`config.mk`:
```
export PLATFORM = sky130hd
export DESIGN_NAME = axi_slave_mem_sched_flat
export DESIGN_NICKNAME = d
export VERILOG_FILES = /design/src/rtl/axi_slave_mem_sched_if.sv /design/src/rtl/axi_slave_mem_sched.sv /design/src/flat_wrapper.sv
export SDC_FILE = /design/constraint.sdc
export NUM_CORES = 1
export LEC_CHECK = 0
export CAP_MARGIN = 20
export CELL_PAD_IN_SITES_DETAIL_PLACEMENT = 1
export CELL_PAD_IN_SITES_GLOBAL_PLACEMENT = 2
export CORE_UTILIZATION = 28
export CTS_CLUSTER_SIZE = 25
export DETAILED_ROUTE_END_ITERATION = 10
export GPL_ROUTABILITY_DRIVEN = 0
export MAX_ROUTING_LAYER = met4
export PLACE_DENSITY_LB_ADDON = 0.1
export SYNTH_ARGS = -nofsm -noshare
export SYNTH_HDL_FRONTEND = slang
export SYNTH_SLANG_ARGS = --single-unit
```
`constraint.sdc`:
```
create_clock -name clk -period 3.6 [get_ports clk]
set_clock_uncertainty 0.15 [all_clocks]
set_input_delay 0.9 -clock clk [delete_from_list [all_inputs] [get_ports clk]]
set_output_delay 0.9 -clock clk [all_outputs]
set_load 0.03 [all_outputs]
```
`src/rtl/axi_slave_mem_sched_if.sv`:
```
// Slave-side request/response bundle between the AXI translation layer and the memory scheduler.
// The master modport drives strobes; the slave modport returns read data and throttling.
interface axi_slave_mem_sched_if #(
  parameter int AXI_ADDR_WIDTH = 32,
  parameter int AXI_DATA_WIDTH = 32,
  parameter int STRB_WIDTH     = AXI_DATA_WIDTH/8
);
  logic                      write_valid;
  logic [AXI_DATA_WIDTH-1:0] write_data;
  logic [STRB_WIDTH-1:0]     write_strb;
  logic [AXI_ADDR_WIDTH-1:0] w_opt_addr;
  logic                      read_req;
  logic [AXI_ADDR_WIDTH-1:0] r_opt_addr;
  logic [AXI_DATA_WIDTH-1:0] read_data;
  logic                      read_valid;
  logic                      aw_ar_ready;

  modport master (
    output write_valid, write_data, write_strb, w_opt_addr, read_req, r_opt_addr,
    input  read_data, read_valid, aw_ar_ready
  );

  modport slave (
    input  write_valid, write_data, write_strb, w_opt_addr, read_req, r_opt_addr,
    output read_data, read_valid, aw_ar_ready
  );
endinterface

```
`src/rtl/axi_slave_mem_sched.sv`:
```
// Single-port SRAM scheduler: holds one write and one read, issues one op per cycle.
// Define MEM_SCHED_RR_EN for round-robin tie-breaking; otherwise the write always wins.
module axi_slave_mem_sched #(
  parameter int AXI_ADDR_WIDTH = 32,
  parameter int AXI_DATA_WIDTH = 32,
  parameter int STRB_WIDTH     = AXI_DATA_WIDTH/8,
  parameter int MEM_DEPTH      = 16,
  parameter int MEM_ADDR_WIDTH = $clog2(MEM_DEPTH),
  parameter int ADDR_LSB       = $clog2(AXI_DATA_WIDTH/8)
) (
  input  logic                      clk,
  input  logic                      rst,
  axi_slave_mem_sched_if.slave      bus,
  output logic                      mem_en,
  output logic [STRB_WIDTH-1:0]     mem_we,
  output logic [MEM_ADDR_WIDTH-1:0] mem_addr,
  output logic [AXI_DATA_WIDTH-1:0] mem_wdata,
  input  logic [AXI_DATA_WIDTH-1:0] mem_rdata
);
  logic                      wr_pend;
  logic                      rd_pend;
  logic [AXI_ADDR_WIDTH-1:0] wr_addr;
  logic [AXI_ADDR_WIDTH-1:0] rd_addr;
  logic [AXI_DATA_WIDTH-1:0] wr_data;
  logic [STRB_WIDTH-1:0]     wr_strb;
  logic                      rd_s1;
  logic                      rd_s1_oor;
  logic [MEM_ADDR_WIDTH-1:0] mem_addr_q;
  logic [AXI_DATA_WIDTH-1:0] mem_wdata_q;

  logic                      ready;
  logic                      accept_w;
  logic                      accept_r;
  logic                      grant_w;
  logic                      issue_w;
  logic                      issue_r;
  logic [AXI_ADDR_WIDTH-1:0] wr_word;
  logic [AXI_ADDR_WIDTH-1:0] rd_word;
  logic                      wr_in_range;
  logic                      rd_in_range;

  assign ready           = !wr_pend && !rd_pend;
  assign bus.aw_ar_ready = ready;
  assign accept_w        = bus.write_valid && ready;
  assign accept_r        = bus.read_req && ready;

`ifdef MEM_SCHED_RR_EN
  // Pointer records the last issued op type; drops count as issues.
  logic last_rd;

  always_ff @(posedge clk) begin
    if (rst)          last_rd <= 1'b1;
    else if (issue_w) last_rd <= 1'b0;
    else if (issue_r) last_rd <= 1'b1;
  end

  assign grant_w = last_rd;
`else
  assign grant_w = 1'b1;
`endif

  assign issue_w     = wr_pend && (!rd_pend || grant_w);
  assign issue_r     = rd_pend && !issue_w;
  assign wr_word     = wr_addr >> ADDR_LSB;
  assign rd_word     = rd_addr >> ADDR_LSB;
  assign wr_in_range = wr_word < AXI_ADDR_WIDTH'(MEM_DEPTH);
  assign rd_in_range = rd_word < AXI_ADDR_WIDTH'(MEM_DEPTH);

  // Address and data buses hold their last driven value while idle or dropping.
  always_comb begin
    mem_en    = 1'b0;
    mem_we    = '0;
    mem_addr  = mem_addr_q;
    mem_wdata = mem_wdata_q;
    if (issue_w && wr_in_range) begin
      mem_en    = 1'b1;
      mem_we    = wr_strb;
      mem_addr  = MEM_ADDR_WIDTH'(wr_word);
      mem_wdata = wr_data;
    end else if (issue_r && rd_in_range) begin
      mem_en   = 1'b1;
      mem_addr = MEM_ADDR_WIDTH'(rd_word);
    end
  end

  always_ff @(posedge clk) begin
    if (rst) begin
      wr_pend        <= 1'b0;
      rd_pend        <= 1'b0;
      wr_addr        <= '0;
      rd_addr        <= '0;
      wr_data        <= '0;
      wr_strb        <= '0;
      rd_s1          <= 1'b0;
      rd_s1_oor      <= 1'b0;
      mem_addr_q     <= '0;
      mem_wdata_q    <= '0;
      bus.read_valid <= 1'b0;
      bus.read_data  <= '0;
    end else begin
      if (accept_w) begin
        wr_pend <= 1'b1;
        wr_addr <= bus.w_opt_addr;
        wr_data <= bus.write_data;
        wr_strb <= bus.write_strb;
      end else if (issue_w) begin
        wr_pend <= 1'b0;
      end
      if (accept_r) begin
        rd_pend <= 1'b1;
        rd_addr <= bus.r_opt_addr;
      end else if (issue_r) begin
        rd_pend <= 1'b0;
      end
      // Out-of-range reads still walk the pipeline so the pulse timing matches.
      rd_s1          <= issue_r;
      rd_s1_oor      <= !rd_in_range;
      bus.read_valid <= rd_s1;
      if (rd_s1) bus.read_data <= rd_s1_oor ? '0 : mem_rdata;
      mem_addr_q     <= mem_addr;
      mem_wdata_q    <= mem_wdata;
    end
  end
endmodule
```
`src/flat_wrapper.sv`:
```
// flat-port wrapper written by rule: the top's interface ports become plain ports
module axi_slave_mem_sched_flat 
#(
  parameter int AXI_ADDR_WIDTH = 32,
  parameter int AXI_DATA_WIDTH = 32,
  parameter int STRB_WIDTH     = AXI_DATA_WIDTH/8,
  parameter int MEM_DEPTH      = 16,
  parameter int MEM_ADDR_WIDTH = $clog2(MEM_DEPTH),
  parameter int ADDR_LSB       = $clog2(AXI_DATA_WIDTH/8)
)
  (clk, rst, mem_en, mem_we, mem_addr, mem_wdata, mem_rdata, bus_write_valid, bus_write_data, bus_write_strb, bus_w_opt_addr, bus_read_req, bus_r_opt_addr, bus_read_data, bus_read_valid, bus_aw_ar_ready);
  axi_slave_mem_sched_if #(.AXI_ADDR_WIDTH(AXI_ADDR_WIDTH), .AXI_DATA_WIDTH(AXI_DATA_WIDTH), .STRB_WIDTH(STRB_WIDTH)) bus_i ();
  input  logic clk;
  input  logic rst;
  output logic mem_en;
  output logic [STRB_WIDTH-1:0] mem_we;
  output logic [MEM_ADDR_WIDTH-1:0] mem_addr;
  output logic [AXI_DATA_WIDTH-1:0] mem_wdata;
  input  logic [AXI_DATA_WIDTH-1:0] mem_rdata;
  input wire logic [$bits(bus_i.write_valid)-1:0] bus_write_valid;
  input wire logic [$bits(bus_i.write_data)-1:0] bus_write_data;
  input wire logic [$bits(bus_i.write_strb)-1:0] bus_write_strb;
  input wire logic [$bits(bus_i.w_opt_addr)-1:0] bus_w_opt_addr;
  input wire logic [$bits(bus_i.read_req)-1:0] bus_read_req;
  input wire logic [$bits(bus_i.r_opt_addr)-1:0] bus_r_opt_addr;
  output wire logic [$bits(bus_i.read_data)-1:0] bus_read_data;
  output wire logic [$bits(bus_i.read_valid)-1:0] bus_read_valid;
  output wire logic [$bits(bus_i.aw_ar_ready)-1:0] bus_aw_ar_ready;
  assign bus_i.write_valid = bus_write_valid;
  assign bus_i.write_data = bus_write_data;
  assign bus_i.write_strb = bus_write_strb;
  assign bus_i.w_opt_addr = bus_w_opt_addr;
  assign bus_i.read_req = bus_read_req;
  assign bus_i.r_opt_addr = bus_r_opt_addr;
  assign bus_read_data = bus_i.read_data;
  assign bus_read_valid = bus_i.read_valid;
  assign bus_aw_ar_ready = bus_i.aw_ar_ready;
  axi_slave_mem_sched #(.AXI_ADDR_WIDTH(AXI_ADDR_WIDTH), .AXI_DATA_WIDTH(AXI_DATA_WIDTH), .STRB_WIDTH(STRB_WIDTH), .MEM_DEPTH(MEM_DEPTH), .MEM_ADDR_WIDTH(MEM_ADDR_WIDTH), .ADDR_LSB(ADDR_LSB)) u_core (.clk(clk), .rst(rst), .bus(bus_i), .mem_en(mem_en), .mem_we(mem_we), .mem_addr(mem_addr), .mem_wdata(mem_wdata), .mem_rdata(mem_rdata));
endmodule
```
==> run summary <==
========================================================================================
Antenna-violating nets left                                                            0
Clock insertion delay at the later pin of the skew report                         430 ps
Netlist area before placement                                               0.00659 mm^2
Global-route wire length before repair                                         32,000 um
Portion of the clock cycle consumed by the worst path in the final layout          96.7%
Filler instances                                                                   2,750
Share of layout cells above drive strength 1                                       9.32%
Die width                                                                         155 um
CTS tree                                                                             yes
Std cell rows                                                                         55
Number of buffers created by CTS                                                      17
Reported max-cap violation count                                                       0
Ranking of synthesized cells by area                                        sky130_fd_sc_hd__dfxtp_1 (51%), sky130_fd_sc_hd__nand2_1 (13%), sky130_fd_sc_hd__a21oi_1 (12%), sky130_fd_sc_hd__nand3_2 (4.1%), sky130_fd_sc_hd__nor2b_1 (3.3%)
Count of vias placed by the detailed router                                        6,009
Ordered cell list for the critical path                                     nor4_1 -> and3_1 -> nand4_1 -> a31oi_1 -> dlygate4sd2_1
Critical path capture point type                                            primary output
Vias in the first global route                                                     5,995
Worst voltage drop across the vdd grid                                            249 uV
Achievable clock frequency                                                       287 MHz
Post-placement cell area                                                    0.00892 mm^2
Post-synth cell types                                                                 32
Post-layout power                                                                4.29 mW
Floorplan die area                                                           0.0241 mm^2
Total global routing track utilization                                             17.5%
Maximum buffer depth of the clock tree                                                 2
Sequential area share after synthesis                                              51.4%
Flop and latch count out of synthesis                                                169
Synthesis warning total                                                                0
Pwr/cell area                                                                454 mW/mm^2
Place WS                                                                          254 ps
HP Class                                                                    register to register
Mean number of vias per cell                                                        4.58
Critical Path RT                                                                 2550 ps
Hold_ws                                                                           302 ps
Post-synth top cells                                                        sky130_fd_sc_hd__nand2_1 (227), sky130_fd_sc_hd__dfxtp_1 (169), sky130_fd_sc_hd__a21oi_1 (162)
Number of max-slew violations in the final report                                      0
Final design instance area without fill                                     0.00944 mm^2
Clock-pin slew on the worst setup and hold paths                                   70 ps
Critical path launch point type                                                 register
Slew margin rel.                                                                   51.0%
Iteration count of the initial detailed-routing pass                                   4
Share of the synthesized area in the top cell type                                 51.4%
Critical Path Max Stage Delay                                                     440 ps
Min Clock Period, post-route                                                     3480 ps
Total I/O pin count                                                                  211
Chip Height                                                                       155 um
Finish-stage setup viols                                                               0
Synthesized area divided by synthesized cell count                             8.22 um^2
Maximum number of pins on one net before global-route repair                          86
Count of flip-flops with a built-in enable after synthesis                             0
Routed WL per cell                                                               15.4 um
Deepest level of the CTS H-tree                                                        4
Initial Util                                                                       28.8%
Crit path from                                                              u_core.rd_addr[19]
Crit Path Max Fanout                                                                   5
Final Routed Wirelength                                                        20,300 um
Launch instance of the worst register-to-register path                      u_core.issue_w
Area growth from synthesis to final layout                                         43.4%
Number of design rule violations left after detail routing                             0
Floorplan core area                                                          0.0228 mm^2
Cell with the biggest individual delay on the critical path                 sky130_fd_sc_hd__nor4_1
Share of flip-flops with an asynchronous set or reset                                 0%
Synthesized netlist cell count                                                       801
Root Buffer                                                                 sky130_fd_sc_hd__clkbuf_16
Total congestion overflow                                                              0
1st-iter DRT viols                                                                   278
Reg2reg path depth                                                                     5
Leading register cell type out of synthesis                                 sky130_fd_sc_hd__dfxtp_1
Outcome                                                                     finished, final reports clean
Count of buffers from port buffering                                                 206
Final HPWL from detailed placement                                             13,400 um
Clock Sink Count                                                                     169
Worst reg-to-reg setup slack                                                     1520 ps
Most common cell in the netlist                                             sky130_fd_sc_hd__nand2_1
Final worst-path setup slack                                                      120 ps
Critical path start-end classification                                      register to primary output
Number of hold violations in the final report                                          0
Capture point of the worst path                                              mem_addr[0]
Biggest area consumer among synthesized cells                               sky130_fd_sc_hd__dfxtp_1
Leakage Power                                                                    3.75 nW
Capture instance of the worst register-to-register path                     u_core.wr_data[18]
Total number of nets in the final design                                           1,121
Signal arrival time at the worst endpoint                                        2430 ps
Total negative slack for setup checks                                               0 ps
Number of antenna violations at the first check in global routing                      1
Setup repair after global routing missed its margin                                   no
Worst Max-Slew Pin Slew                                                           734 ps
Synthesized netlist net count                                                        937
========================================================================================
-- critical path, delay by kind of cell, from the launching register on --
family	cells	cell delay (ps)
buf+inv	1	440
flops	1	310
simple gates	3	930
compound gates	1	320
-- flip-flops by register name (all words and copies together), names as in the netlist --
| register | count |
|---|---|
| u_core.rd_s1 | 1 |
| u_core.wr_strb | 4 |
| u_core.mem_wdata_q | 32 |
| u_core.wr_addr | 30 |
| u_core.wr_data | 32 |
| u_core.rd_s1_oor | 1 |
| u_core.mem_addr_q | 4 |
| u_core.rd_addr | 30 |
| u_core.issue_w | 1 |
| u_core.bus.read_data | 32 |
| u_core.rd_pend | 1 |
| u_core.bus.read_valid | 1 |
-- cell families (layout without fill, tap and decap cells) --
logic type | count (synthesis) | count (layout) | share of synthesized area [%]
flip-flops | 169 | 169 | 51.4
AO/OA/AOI/OAI | 207 | 207 | 16.0
buffers and inverters | 59 | 256 | 4.96
AND/OR/NAND/NOR | 366 | 366 | 27.6
other | 0 | 1 | 0
-- metrics by stage --
step                instances  utilization (%)
floorplan                 801                -
global placement         1278             39.0
detailed placement       1278             39.0
CTS                      1311             41.3
global route             1312             41.3
finish                   1312             41.3
-- report_power, final --
| group | internal, mW | switching, mW |
|---|---|---|
| registers | 1.95 | 0.0491 |
| clock network | 0.908 | 0.793 |
| logic | 0.260 | 0.328 |
| total | 3.12 | 1.17 |
-- worst min-delay path by stage --
stage | startpoint | end | slack [ps] | cells after the start
after floorplan | u_core.wr_strb[0] | u_core.wr_strb[0] | 280 | 2
after global placement | u_core.wr_strb[0] | u_core.wr_strb[0] | 290 | 2
after detailed placement | u_core.wr_strb[0] | u_core.wr_strb[0] | 300 | 2
after CTS | u_core.wr_strb[0] | u_core.wr_strb[0] | 310 | 2
after global routing | u_core.wr_addr[2] | u_core.wr_addr[2] | 320 | 2
final | u_core.wr_strb[0] | u_core.wr_strb[0] | 300 | 2
-- layout by cell type (no fill, tap or decap), types with 6 or more instances in the layout --
| master | synthesis | layout |
|---|---|---|
| sky130_fd_sc_hd__buf_12 | 3 | 6 |
| sky130_fd_sc_hd__clkdlybuf4s50_1 | 0 | 164 |
| sky130_fd_sc_hd__dlygate4sd2_1 | 0 | 39 |
| sky130_fd_sc_hd__buf_4 | 1 | 14 |
| sky130_fd_sc_hd__dfxtp_1 | 169 | 169 |
| sky130_fd_sc_hd__nand3_1 | 6 | 6 |
| sky130_fd_sc_hd__clkbuf_16 | 0 | 17 |
| sky130_fd_sc_hd__clkinvlp_4 | 0 | 6 |
| sky130_fd_sc_hd__o21ai_1 | 9 | 9 |
| sky130_fd_sc_hd__nand4_1 | 6 | 6 |
| sky130_fd_sc_hd__o21ai_0 | 28 | 28 |
| sky130_fd_sc_hd__nor2_1 | 34 | 34 |
| sky130_fd_sc_hd__nor2b_1 | 35 | 34 |
| sky130_fd_sc_hd__nand2_1 | 227 | 226 |
| sky130_fd_sc_hd__a21oi_1 | 162 | 162 |
| sky130_fd_sc_hd__nand3_2 | 27 | 27 |
-- repair_timing --
action                                  4_1_cts  5_1_grt
setup buffers                                 1        0
endpoints found under the setup margin       39        4
hold buffers                                  0        0
gates resized for setup                      40        2
pin swaps                                     1        0
-- final cells by class --
| cell class | instances | area [um^2] | area share (%) |
|---|---|---|---|
| multi-input combinational | 573 | 2900 | 30.8 |
| clock inverter | 12 | 93.8 | 0.994 |
| sequential | 169 | 3380 | 35.8 |
| clock buffer | 20 | 447 | 4.73 |
| antenna | 1 | 2.50 | 0.0265 |
| tap | 313 | 392 | 4.15 |
| timing repair buffer | 224 | 2220 | 23.5 |
-- per-layer routing --
metal,wire [um],vias up,GRT usage (%),part of all wire (%)
met3,668,12,3.31,3.3
met5,0,-,-,0
met2,9660,109,28.3,48
met4,167,0,4.34,0.82
li1,-,3051,-,-
met1,9760,2837,22.3,48
(Power assumes the default switching activity.)
